==> src/rtl/operand_issue_stage_if.sv <==
// Bundle of decode, register-file, bypass and execute-side signals around the operand issue stage.
// master is the surrounding pipeline; slave is the stage itself.
interface operand_issue_stage_if #(
   parameter int unsigned CTRL_W = 16,
   parameter int unsigned CNT_W  = 16
);
   logic              in_valid;
   logic              in_ready;
   logic [4:0]        in_rs;
   logic [4:0]        in_rt;
   logic [4:0]        in_dst;
   logic              in_we;
   logic              in_load;
   logic [CTRL_W-1:0] in_ctrl;
   logic [4:0]        R_a;
   logic [4:0]        R_b;
   logic [31:0]       RF_A;
   logic [31:0]       RF_B;
   logic              mem_we;
   logic              mem_load;
   logic [4:0]        mem_dst;
   logic [31:0]       mem_data;
   logic              wb_we;
   logic [4:0]        wb_dst;
   logic [31:0]       wb_data;
   logic              flush;
   logic              out_valid;
   logic              out_ready;
   logic [31:0]       out_A;
   logic [31:0]       out_B;
   logic [4:0]        out_dst;
   logic              out_we;
   logic              out_load;
   logic [CTRL_W-1:0] out_ctrl;
   logic [CNT_W-1:0]  stall_count;

   modport master (
      output in_valid, in_rs, in_rt, in_dst, in_we, in_load, in_ctrl,
      output RF_A, RF_B, mem_we, mem_load, mem_dst, mem_data,
      output wb_we, wb_dst, wb_data, flush, out_ready,
      input  in_ready, R_a, R_b, out_valid, out_A, out_B, out_dst,
      input  out_we, out_load, out_ctrl, stall_count
   );

   modport slave (
      input  in_valid, in_rs, in_rt, in_dst, in_we, in_load, in_ctrl,
      input  RF_A, RF_B, mem_we, mem_load, mem_dst, mem_data,
      input  wb_we, wb_dst, wb_data, flush, out_ready,
      output in_ready, R_a, R_b, out_valid, out_A, out_B, out_dst,
      output out_we, out_load, out_ctrl, stall_count
   );
endinterface

==> src/rtl/operand_issue_stage.sv <==
// Decode-to-execute register: reads the register file, bypasses from MEM/WB and
// inserts bubbles on EX-producer or pending-load hazards.
module operand_issue_stage #(
   parameter int unsigned CTRL_W = 16,
   parameter int unsigned CNT_W  = 16
) (
   input logic                 CLK,
   input logic                 Reset,
   operand_issue_stage_if.slave bus
);

   logic              out_valid_q;
   logic [31:0]       out_a_q;
   logic [31:0]       out_b_q;
   logic [4:0]        out_dst_q;
   logic              out_we_q;
   logic              out_load_q;
   logic [CTRL_W-1:0] out_ctrl_q;
   logic [CNT_W-1:0]  stall_q;

   logic [31:0] op_a;
   logic [31:0] op_b;
   logic        hazard;
   logic        advance;

   function automatic logic [31:0] resolve(input logic [4:0] r, input logic [31:0] rf,
                                           input logic m_we, input logic m_load,
                                           input logic [4:0] m_dst, input logic [31:0] m_data,
                                           input logic w_we, input logic [4:0] w_dst,
                                           input logic [31:0] w_data);
      if (r == 5'd0)                           return 32'd0;
      else if (m_we && !m_load && m_dst == r)  return m_data;
      else if (w_we && w_dst == r)             return w_data;
      else                                     return rf;
   endfunction

   // A source stalls while its producer sits in EX or is a load still in MEM.
   function automatic logic src_hazard(input logic [4:0] r, input logic ex_valid,
                                       input logic ex_we, input logic [4:0] ex_dst,
                                       input logic m_we, input logic m_load,
                                       input logic [4:0] m_dst);
      return (r != 5'd0) &&
             ((ex_valid && ex_we && ex_dst == r) || (m_we && m_load && m_dst == r));
   endfunction

   always_comb begin
      op_a = resolve(bus.in_rs, bus.RF_A, bus.mem_we, bus.mem_load, bus.mem_dst,
                     bus.mem_data, bus.wb_we, bus.wb_dst, bus.wb_data);
      op_b = resolve(bus.in_rt, bus.RF_B, bus.mem_we, bus.mem_load, bus.mem_dst,
                     bus.mem_data, bus.wb_we, bus.wb_dst, bus.wb_data);
      hazard = src_hazard(bus.in_rs, out_valid_q, out_we_q, out_dst_q,
                          bus.mem_we, bus.mem_load, bus.mem_dst) ||
               src_hazard(bus.in_rt, out_valid_q, out_we_q, out_dst_q,
                          bus.mem_we, bus.mem_load, bus.mem_dst);
      advance = !out_valid_q || bus.out_ready;
   end

   always_ff @(posedge CLK or negedge Reset) begin
      if (!Reset) begin
         out_valid_q <= 1'b0;
         out_a_q     <= '0;
         out_b_q     <= '0;
         out_dst_q   <= '0;
         out_we_q    <= 1'b0;
         out_load_q  <= 1'b0;
         out_ctrl_q  <= '0;
         stall_q     <= '0;
      end else if (bus.flush) begin
         out_valid_q <= 1'b0;
      end else if (advance) begin
         if (bus.in_valid && hazard) begin
            out_valid_q <= 1'b0;
            if (!(&stall_q)) stall_q <= stall_q + CNT_W'(1);
         end else if (bus.in_valid) begin
            out_valid_q <= 1'b1;
            out_a_q     <= op_a;
            out_b_q     <= op_b;
            out_dst_q   <= bus.in_dst;
            out_we_q    <= bus.in_we;
            out_load_q  <= bus.in_load;
            out_ctrl_q  <= bus.in_ctrl;
         end else begin
            out_valid_q <= 1'b0;
         end
      end
   end

   assign bus.R_a         = bus.in_rs;
   assign bus.R_b         = bus.in_rt;
   assign bus.in_ready    = bus.flush || (advance && !hazard);
   assign bus.out_valid   = out_valid_q;
   assign bus.out_A       = out_a_q;
   assign bus.out_B       = out_b_q;
   assign bus.out_dst     = out_dst_q;
   assign bus.out_we      = out_we_q;
   assign bus.out_load    = out_load_q;
   assign bus.out_ctrl    = out_ctrl_q;
   assign bus.stall_count = stall_q;

endmodule

==> src/flat_wrapper.sv <==
// flat-port wrapper written by rule: the top's interface ports become plain ports
module operand_issue_stage_flat 
#(
   parameter int unsigned CTRL_W = 16,
   parameter int unsigned CNT_W  = 16
)
  (CLK, Reset, bus_in_valid, bus_in_rs, bus_in_rt, bus_in_dst, bus_in_we, bus_in_load, bus_in_ctrl, bus_RF_A, bus_RF_B, bus_mem_we, bus_mem_load, bus_mem_dst, bus_mem_data, bus_wb_we, bus_wb_dst, bus_wb_data, bus_flush, bus_out_ready, bus_in_ready, bus_R_a, bus_R_b, bus_out_valid, bus_out_A, bus_out_B, bus_out_dst, bus_out_we, bus_out_load, bus_out_ctrl, bus_stall_count);
  operand_issue_stage_if #(.CTRL_W(CTRL_W), .CNT_W(CNT_W)) bus_i ();
  input logic CLK;
  input logic Reset;
  input wire logic [$bits(bus_i.in_valid)-1:0] bus_in_valid;
  input wire logic [$bits(bus_i.in_rs)-1:0] bus_in_rs;
  input wire logic [$bits(bus_i.in_rt)-1:0] bus_in_rt;
  input wire logic [$bits(bus_i.in_dst)-1:0] bus_in_dst;
  input wire logic [$bits(bus_i.in_we)-1:0] bus_in_we;
  input wire logic [$bits(bus_i.in_load)-1:0] bus_in_load;
  input wire logic [$bits(bus_i.in_ctrl)-1:0] bus_in_ctrl;
  input wire logic [$bits(bus_i.RF_A)-1:0] bus_RF_A;
  input wire logic [$bits(bus_i.RF_B)-1:0] bus_RF_B;
  input wire logic [$bits(bus_i.mem_we)-1:0] bus_mem_we;
  input wire logic [$bits(bus_i.mem_load)-1:0] bus_mem_load;
  input wire logic [$bits(bus_i.mem_dst)-1:0] bus_mem_dst;
  input wire logic [$bits(bus_i.mem_data)-1:0] bus_mem_data;
  input wire logic [$bits(bus_i.wb_we)-1:0] bus_wb_we;
  input wire logic [$bits(bus_i.wb_dst)-1:0] bus_wb_dst;
  input wire logic [$bits(bus_i.wb_data)-1:0] bus_wb_data;
  input wire logic [$bits(bus_i.flush)-1:0] bus_flush;
  input wire logic [$bits(bus_i.out_ready)-1:0] bus_out_ready;
  output wire logic [$bits(bus_i.in_ready)-1:0] bus_in_ready;
  output wire logic [$bits(bus_i.R_a)-1:0] bus_R_a;
  output wire logic [$bits(bus_i.R_b)-1:0] bus_R_b;
  output wire logic [$bits(bus_i.out_valid)-1:0] bus_out_valid;
  output wire logic [$bits(bus_i.out_A)-1:0] bus_out_A;
  output wire logic [$bits(bus_i.out_B)-1:0] bus_out_B;
  output wire logic [$bits(bus_i.out_dst)-1:0] bus_out_dst;
  output wire logic [$bits(bus_i.out_we)-1:0] bus_out_we;
  output wire logic [$bits(bus_i.out_load)-1:0] bus_out_load;
  output wire logic [$bits(bus_i.out_ctrl)-1:0] bus_out_ctrl;
  output wire logic [$bits(bus_i.stall_count)-1:0] bus_stall_count;
  assign bus_i.in_valid = bus_in_valid;
  assign bus_i.in_rs = bus_in_rs;
  assign bus_i.in_rt = bus_in_rt;
  assign bus_i.in_dst = bus_in_dst;
  assign bus_i.in_we = bus_in_we;
  assign bus_i.in_load = bus_in_load;
  assign bus_i.in_ctrl = bus_in_ctrl;
  assign bus_i.RF_A = bus_RF_A;
  assign bus_i.RF_B = bus_RF_B;
  assign bus_i.mem_we = bus_mem_we;
  assign bus_i.mem_load = bus_mem_load;
  assign bus_i.mem_dst = bus_mem_dst;
  assign bus_i.mem_data = bus_mem_data;
  assign bus_i.wb_we = bus_wb_we;
  assign bus_i.wb_dst = bus_wb_dst;
  assign bus_i.wb_data = bus_wb_data;
  assign bus_i.flush = bus_flush;
  assign bus_i.out_ready = bus_out_ready;
  assign bus_in_ready = bus_i.in_ready;
  assign bus_R_a = bus_i.R_a;
  assign bus_R_b = bus_i.R_b;
  assign bus_out_valid = bus_i.out_valid;
  assign bus_out_A = bus_i.out_A;
  assign bus_out_B = bus_i.out_B;
  assign bus_out_dst = bus_i.out_dst;
  assign bus_out_we = bus_i.out_we;
  assign bus_out_load = bus_i.out_load;
  assign bus_out_ctrl = bus_i.out_ctrl;
  assign bus_stall_count = bus_i.stall_count;
  operand_issue_stage #(.CTRL_W(CTRL_W), .CNT_W(CNT_W)) u_core (.CLK(CLK), .Reset(Reset), .bus(bus_i));
endmodule
==> config.mk <==
export PLATFORM = sky130hd
export DESIGN_NAME = operand_issue_stage_flat
export DESIGN_NICKNAME = d
export VERILOG_FILES = /design/src/rtl/operand_issue_stage_if.sv /design/src/rtl/operand_issue_stage.sv /design/src/flat_wrapper.sv
export SDC_FILE = /design/constraint.sdc
export NUM_CORES = 1
export LEC_CHECK = 0
export ABC_AREA = 1
export BUFFER_PORTS_ARGS = -buffer_cell sky130_fd_sc_hd__buf_2
export CORE_AREA = 3 3 129 131
export CTS_BUF_LIST = sky130_fd_sc_hd__clkbuf_8 sky130_fd_sc_hd__clkbuf_16
export CTS_CLUSTER_DIAMETER = 100
export DETAILED_ROUTE_END_ITERATION = 12
export DIE_AREA = 0 0 132 134
export PLACE_DENSITY = 0.86
export SYNTH_ARGS = -nofsm -noshare
export SYNTH_HDL_FRONTEND = slang
export SYNTH_SLANG_ARGS = --single-unit
==> constraint.sdc <==
create_clock -name CLK -period 2.24 [get_ports CLK]
set_input_delay 0.336 -clock CLK [delete_from_list [all_inputs] [get_ports CLK]]
set_output_delay 0.336 -clock CLK [all_outputs]
set_load 0.01 [all_outputs]
# Word level (Yosys, flattened, before mapping)
# Index checks and enable logic that the tools add are counted.
op_classes:
  add_sub_neg: 1
  mul: 0
  n_div: 0
  magnitude_cmp: 0
  eq_ne: 6
  n_shift: 0
  n_mux: 10
  bitwise: 3
  reduce_logical: 31
op_table:
  columns: ["cell", "count"]
  rows:
  - ["$mux W32", 6]
  - ["$eq A5 B5 Y1", 6]
  - ["$add A16 B1 Y16 const B", 1]
  - ["$reduce_and A16 Y1", 1]
  - ["$logic_and A1 B1 Y1", 15]
  - ["$logic_not A5 Y1", 2]
  - ["$reduce_bool A5 Y1", 2]
  - ["$reduce_and A4 Y1", 2]
  - ["$logic_or A1 B1 Y1", 5]
  - ["$mux W1", 4]
  - ["$logic_not A1 Y1", 3]
  - ["$not A1 Y1", 3]
  - ["$reduce_bool A2 Y1", 1]
word_totals:
  reg_bits: 104
  latchBits: 0
  mem_bits_rw: 0
  mem_bits_ro: 0
  inputBits: 179
  output_inout_bits: 115
  memories: 0

# Depth between registers and ports, before layout
depth:
  word_depth: 9
  mapped_depth: 13

# Worst setup path before layout
# No wires, ideal clock.
synth_path:
  path_kind: "reg2reg"
  from: "reg u_core.stall_q[0], in the netlist u_core.bus.stall_count[0]"
  to: "reg u_core.stall_q[10], in the netlist u_core.bus.stall_count[10]"
  setup_time_ns: 0.066
  arrival_ns: 1.663
  setup_slack_ns: 0.511
  stages_incl_launch_ff: 10
  period_less_slack_ns: 1.729
  cell_sequence: "dfrtp_1 > ha_1 > inv_1 > nor2_1 > inv_1 > nor2_1 > a21oi_2 > clkbuf_1 > nand4_1 > nand2_1"
synth_between:
  elab_chain_len: 3
synth_lines:
  columns: ["item", "line_no", "source"]
  rows:
  - ["start: declaration", "operand_issue_stage.sv:19", "logic [CNT_W-1:0] stall_q;"]
  - ["start signal: assignment", "operand_issue_stage.sv:73", "if (!(&stall_q)) stall_q <= stall_q + CNT_W'(1);"]
  - ["parallel branches: the longest is 3 deep, another holds $add A16 B1 Y16", null, null]
# Several ways; the timed one is not identified.
# A chain may end at the register's enable or synchronous reset.

# Worst setup path after layout
layout_path:
  from: "reg u_core.out_dst_q[1], in the netlist u_core.bus.out_dst[1]"
  to: "out bus_in_ready"
layout_between:
  elab_chain_len: 8
layout_lines:
  columns: ["item", "line_no", "source"]
  rows:
  - ["start: declaration", "operand_issue_stage.sv:15", "logic [4:0] out_dst_q;"]
  - ["start signal: assignment", "operand_issue_stage.sv:78", "out_dst_q <= bus.in_dst;"]
  - ["$eq A5 B5 Y1", "operand_issue_stage.sv:43", "((ex_valid && ex_we && ex_dst == r) || (m_we && m_load && m_dst == r));"]
  - ["$logic_and A1 B1 Y1", "operand_issue_stage.sv:43", null]
  - ["$logic_or A1 B1 Y1", "operand_issue_stage.sv:43", null]
  - ["$logic_and A1 B1 Y1", "operand_issue_stage.sv:42", "return (r != 5'd0) &&"]
  - ["$logic_or A1 B1 Y1 (*)", "operand_issue_stage.sv:52", "bus.mem_we, bus.mem_load, bus.mem_dst) ||"]
  - ["$logic_not A1 Y1 (*)", "operand_issue_stage.sv:90", "assign bus.in_ready = bus.flush || (advance && !hazard);"]
  - ["$logic_and A1 B1 Y1 (*)", "operand_issue_stage.sv:90", null]
  - ["$logic_or A1 B1 Y1 (*)", "operand_issue_stage.sv:90", null]
  - ["end: declaration", "flat_wrapper.sv:29", "output wire logic [$bits(bus_i.in_ready)-1:0] bus_in_ready;"]
# Mark *: on every way between the ends. The rest lies on a longest branch, timed or not.

==> impl_metrics.tcl <==
set metrics [dict create \
    outcome "finished clean" \
    pwr-share-clk_pct 28.8 \
    antenna_found_initial 1 \
    cts_max_level 3 \
    clk_path_buf_depth 2 \
    combPwrFrac_pct 28.4 \
    wl_um 25600 \
    seqPwrFrac_pct 42.8 \
    cts_tree "built" \
    die_w_um 132 \
    critPathKind "reg -> out" \
    drt-wirelength-per-cell_um 15.8 \
    vdd_drop_max_mv 0.372 \
    crit_start "u_core.bus.out_dst[1]$_DFFE_PN0P_" \
    syn_area_mm2 0.00702 \
    reg2reg_from "u_core.bus.stall_count[0]$_DFFE_PN0P_" \
    crit_arrival_ns 1.82 \
    slowest_delay_ns 0.41 \
    reg2reg_slack_ns 0.29 \
    fp.dieH_um 134 \
    cts_buffers 9 \
    place_congestion 1.00 \
    drive_gt1_share_pct 26.0 \
    fin_skew_ns 0.00734 \
    place_inst 1603 \
    rows 46 \
    path_buf_inv 2 \
    area_growth_syn_to_layout_pct 29.0 \
    fill_cells 1519 \
    ys_seq_area_share_pct 37.1 \
    worstPathCellList "inv_1 -> nor2_1 -> nor3_1 -> nand3_1 -> nand2_1 -> nand2_2 -> a31o_2 -> buf_2" \
    rsz0062_at_grt "false" \
    hold_path.class "in -> async" \
    cp_max_fo 3 \
    p_switching_mw 1.92 \
    maxCapViolations 0 \
    p_leak_nw 5.61 \
    dieArea_mm2 0.0177 \
    setup_slack_ns 0.0857 \
    ioPinCount 294 \
    grt.total_usage_pct 27.9 \
    crit_path_end_kind "output port" \
    min_period_over_period_pct 96.2 \
    hold_viol_final 0 \
    slew_violations 0 \
    fin_cells 1622 \
    worstMarginPinSlew_ns 0.703 \
    swShare_pct 35.0 \
    timing.rr.end "u_core.bus.stall_count[2]$_DFFE_PN0P_" \
    drc 0 \
    path_depth 8 \
    drtPass1Iterations 5 \
    synth_cells 1134 \
    synthDistinctLibCells 26 \
    vias 8461 \
    yosys_register_bits 104 \
    finalSetupTns_ns 0 \
    setup_viol 0 \
    power.density_mw_per_mm2 608 \
    grt_pass1_vias 8123 \
    intPower_mw 3.58 \
    clock_latency_ns 0.35 \
    finalNetCount 1580 \
    startpoint_type "register" \
    ant_nets 0 \
    grt-ovfl-total 0 \
    slew_headroom_pct 53.1 \
    synth-warning-count 0 \
    grt_pass1_wl_um 40000 \
    grt_start_max_net_pins 72 \
    path_delay_family "simple AND/OR/NAND/NOR gates" \
    hpwl_um 18500 \
    r2r_cells 9 \
    fmax_mhz 464 \
    cts.sinks 104 \
    post-route-min-period_ns 2.15 \
    hold_buffers 0 \
    post-place-ws_ns 0.245 \
    via_per_inst 5.22 \
    path_clk_slew_ns 0.08 \
    first_iter_violations 592 \
    cts_root_buf "clkbuf_16" \
    crit_path_end "bus_in_ready" \
    syn_nets 1314 \
    start_util_pct 44.6 \
    io_buffers 293 \
    critPathRequiredTime_ns 1.90 \
    crit_slowest_cell "dfrtp_1" \
    coreArea_mm2 0.0157 \
    synth.avg_cell_area_um2 6.19 \
]
-- synthesized netlist by cell type --
master / instances / area (um2)
a21oi_1: 3 / 15.0
a21oi_2: 1 / 8.76
a31o_2: 1 / 8.76
buf_2: 29 / 145
buf_4: 13 / 97.6
buf_6: 4 / 45.0
clkbuf_1: 28 / 105
clkinv_1: 1 / 3.75
dfrtp_1: 104 / 2600
ha_1: 1 / 12.5
inv_1: 66 / 248
inv_2: 5 / 18.8
nand2_1: 539 / 2020
nand2_2: 2 / 12.5
nand3_1: 19 / 95.1
nand3_2: 2 / 20.0
nand4_1: 83 / 519
nor2_1: 164 / 616
nor2_2: 1 / 6.26
nor3_1: 7 / 35.0
nor3_2: 2 / 20.0
o21ai_0: 38 / 190
o21ai_1: 3 / 15.0
o22ai_1: 2 / 12.5
xnor2_1: 5 / 43.8
xor2_1: 11 / 96.3
-- layout make-up --
type / instances / area (um2) / share of cell area [%]
Tap cell: 216 / 270 / 2.99
Clock inverter: 6 / 57.6 / 0.636
Sequential cell: 104 / 2600 / 28.8
Antenna cell: 1 / 2.50 / 0.0276
Clock buffer: 10 / 239 / 2.64
Timing Repair Buffer: 329 / 1790 / 19.8
Multi-Input combinational cell: 884 / 3820 / 42.2
Inverter: 72 / 270 / 2.99
-- worst min-delay path by stage --
stage | endpoint | slack, ns | depth (start not counted)
floorplan | u_core.bus.out_A[0]$_DFFE_PN0P_ | 0.04 | 0
CTS | u_core.bus.out_A[26]$_DFFE_PN0P_ | 0.03 | 1
finish | u_core.bus.out_A[26]$_DFFE_PN0P_ | 0.02 | 1
global route | u_core.bus.out_A[26]$_DFFE_PN0P_ | 0.06 | 1
detailed placement | u_core.bus.out_A[26]$_DFFE_PN0P_ | 0.43 | 1
global placement | u_core.bus.out_A[26]$_DFFE_PN0P_ | 0.42 | 1
-- per-layer routing --
layer | track usage (%) | part of all wire (%)
met1 | 33.9 | 39
met2 | 47.8 | 48
met5 | 0 | 0
met4 | 12.0 | 3.6
met3 | 6.53 | 9.4
-- power groups by stage --
stage	registers, mW	logic (mW)	clock network (mW)
global route	2.39	1.73	1.69
detailed placement	2.38	1.55	0
global placement	2.38	1.52	0
finish	2.36	1.57	1.58
CTS	2.35	1.56	1.63
floorplan	2.50	0.649	0
-- state kept, by name (all words and copies together) (netlist names) --
signal,count
u_core.bus.out_A,32
u_core.bus.out_B,32
u_core.bus.out_ctrl,16
u_core.bus.stall_count,16
u_core.bus.out_dst,5
u_core.bus.out_load,1
u_core.bus.out_valid,1
u_core.bus.out_we,1
-- timing repair --
action,4_1_cts,5_1_grt
hold endpoints to repair,0,0
resized for setup,0,1
setup endpoints to repair,0,1
buffers inserted,0,2
-- metrics by stage --
| stage | area (um2) | power [mW] | hold WS (ns) | util [%] |
|---|---|---|---|---|
| detailed placement | 8730 | 3.93 | 0.427 | 55.6 |
| CTS | 9030 | 5.53 | 0.0313 | 57.5 |
| global route | 9050 | 5.81 | 0.0642 | 57.6 |
| finish | 9050 | 5.50 | 0.0185 | 57.6 |
| global placement | 8730 | 3.90 | 0.422 | 55.6 |
| floorplan | 7020 | 3.15 | 0.0404 | - |
-- logic make-up after synthesis --
kind of cell,count (synthesis),synth area share [%]
XOR/XNOR,16,2.00
buffers and inverters,146,9.45
adder cells (fa/ha/maj),1,0.178
flip-flops,104,37.1
AND/OR/NAND/NOR,819,47.7
AO/OA/AOI/OAI,48,3.57
-- layout by cell type (no fill, tap or decap), types with 3 or more instances in the layout --
cell       netlist  routed
buf_12           0       4
buf_2           29     292
buf_4           13      33
clkbuf_16        0       9
dfrtp_1        104     104
inv_1           66      66
inv_2            5       5
inv_6            0       3
nand2_1        539     538
nand2_2          2       3
nand3_1         19      18
nand4_1         83      83
nor2_1         164     162
nor2_4           0       3
nor3_1           7       7
o21ai_0         38      38
o21ai_1          3       3
xnor2_1          5       5
xor2_1          11      11
Note: power is estimated with default switching activity, not from simulation.
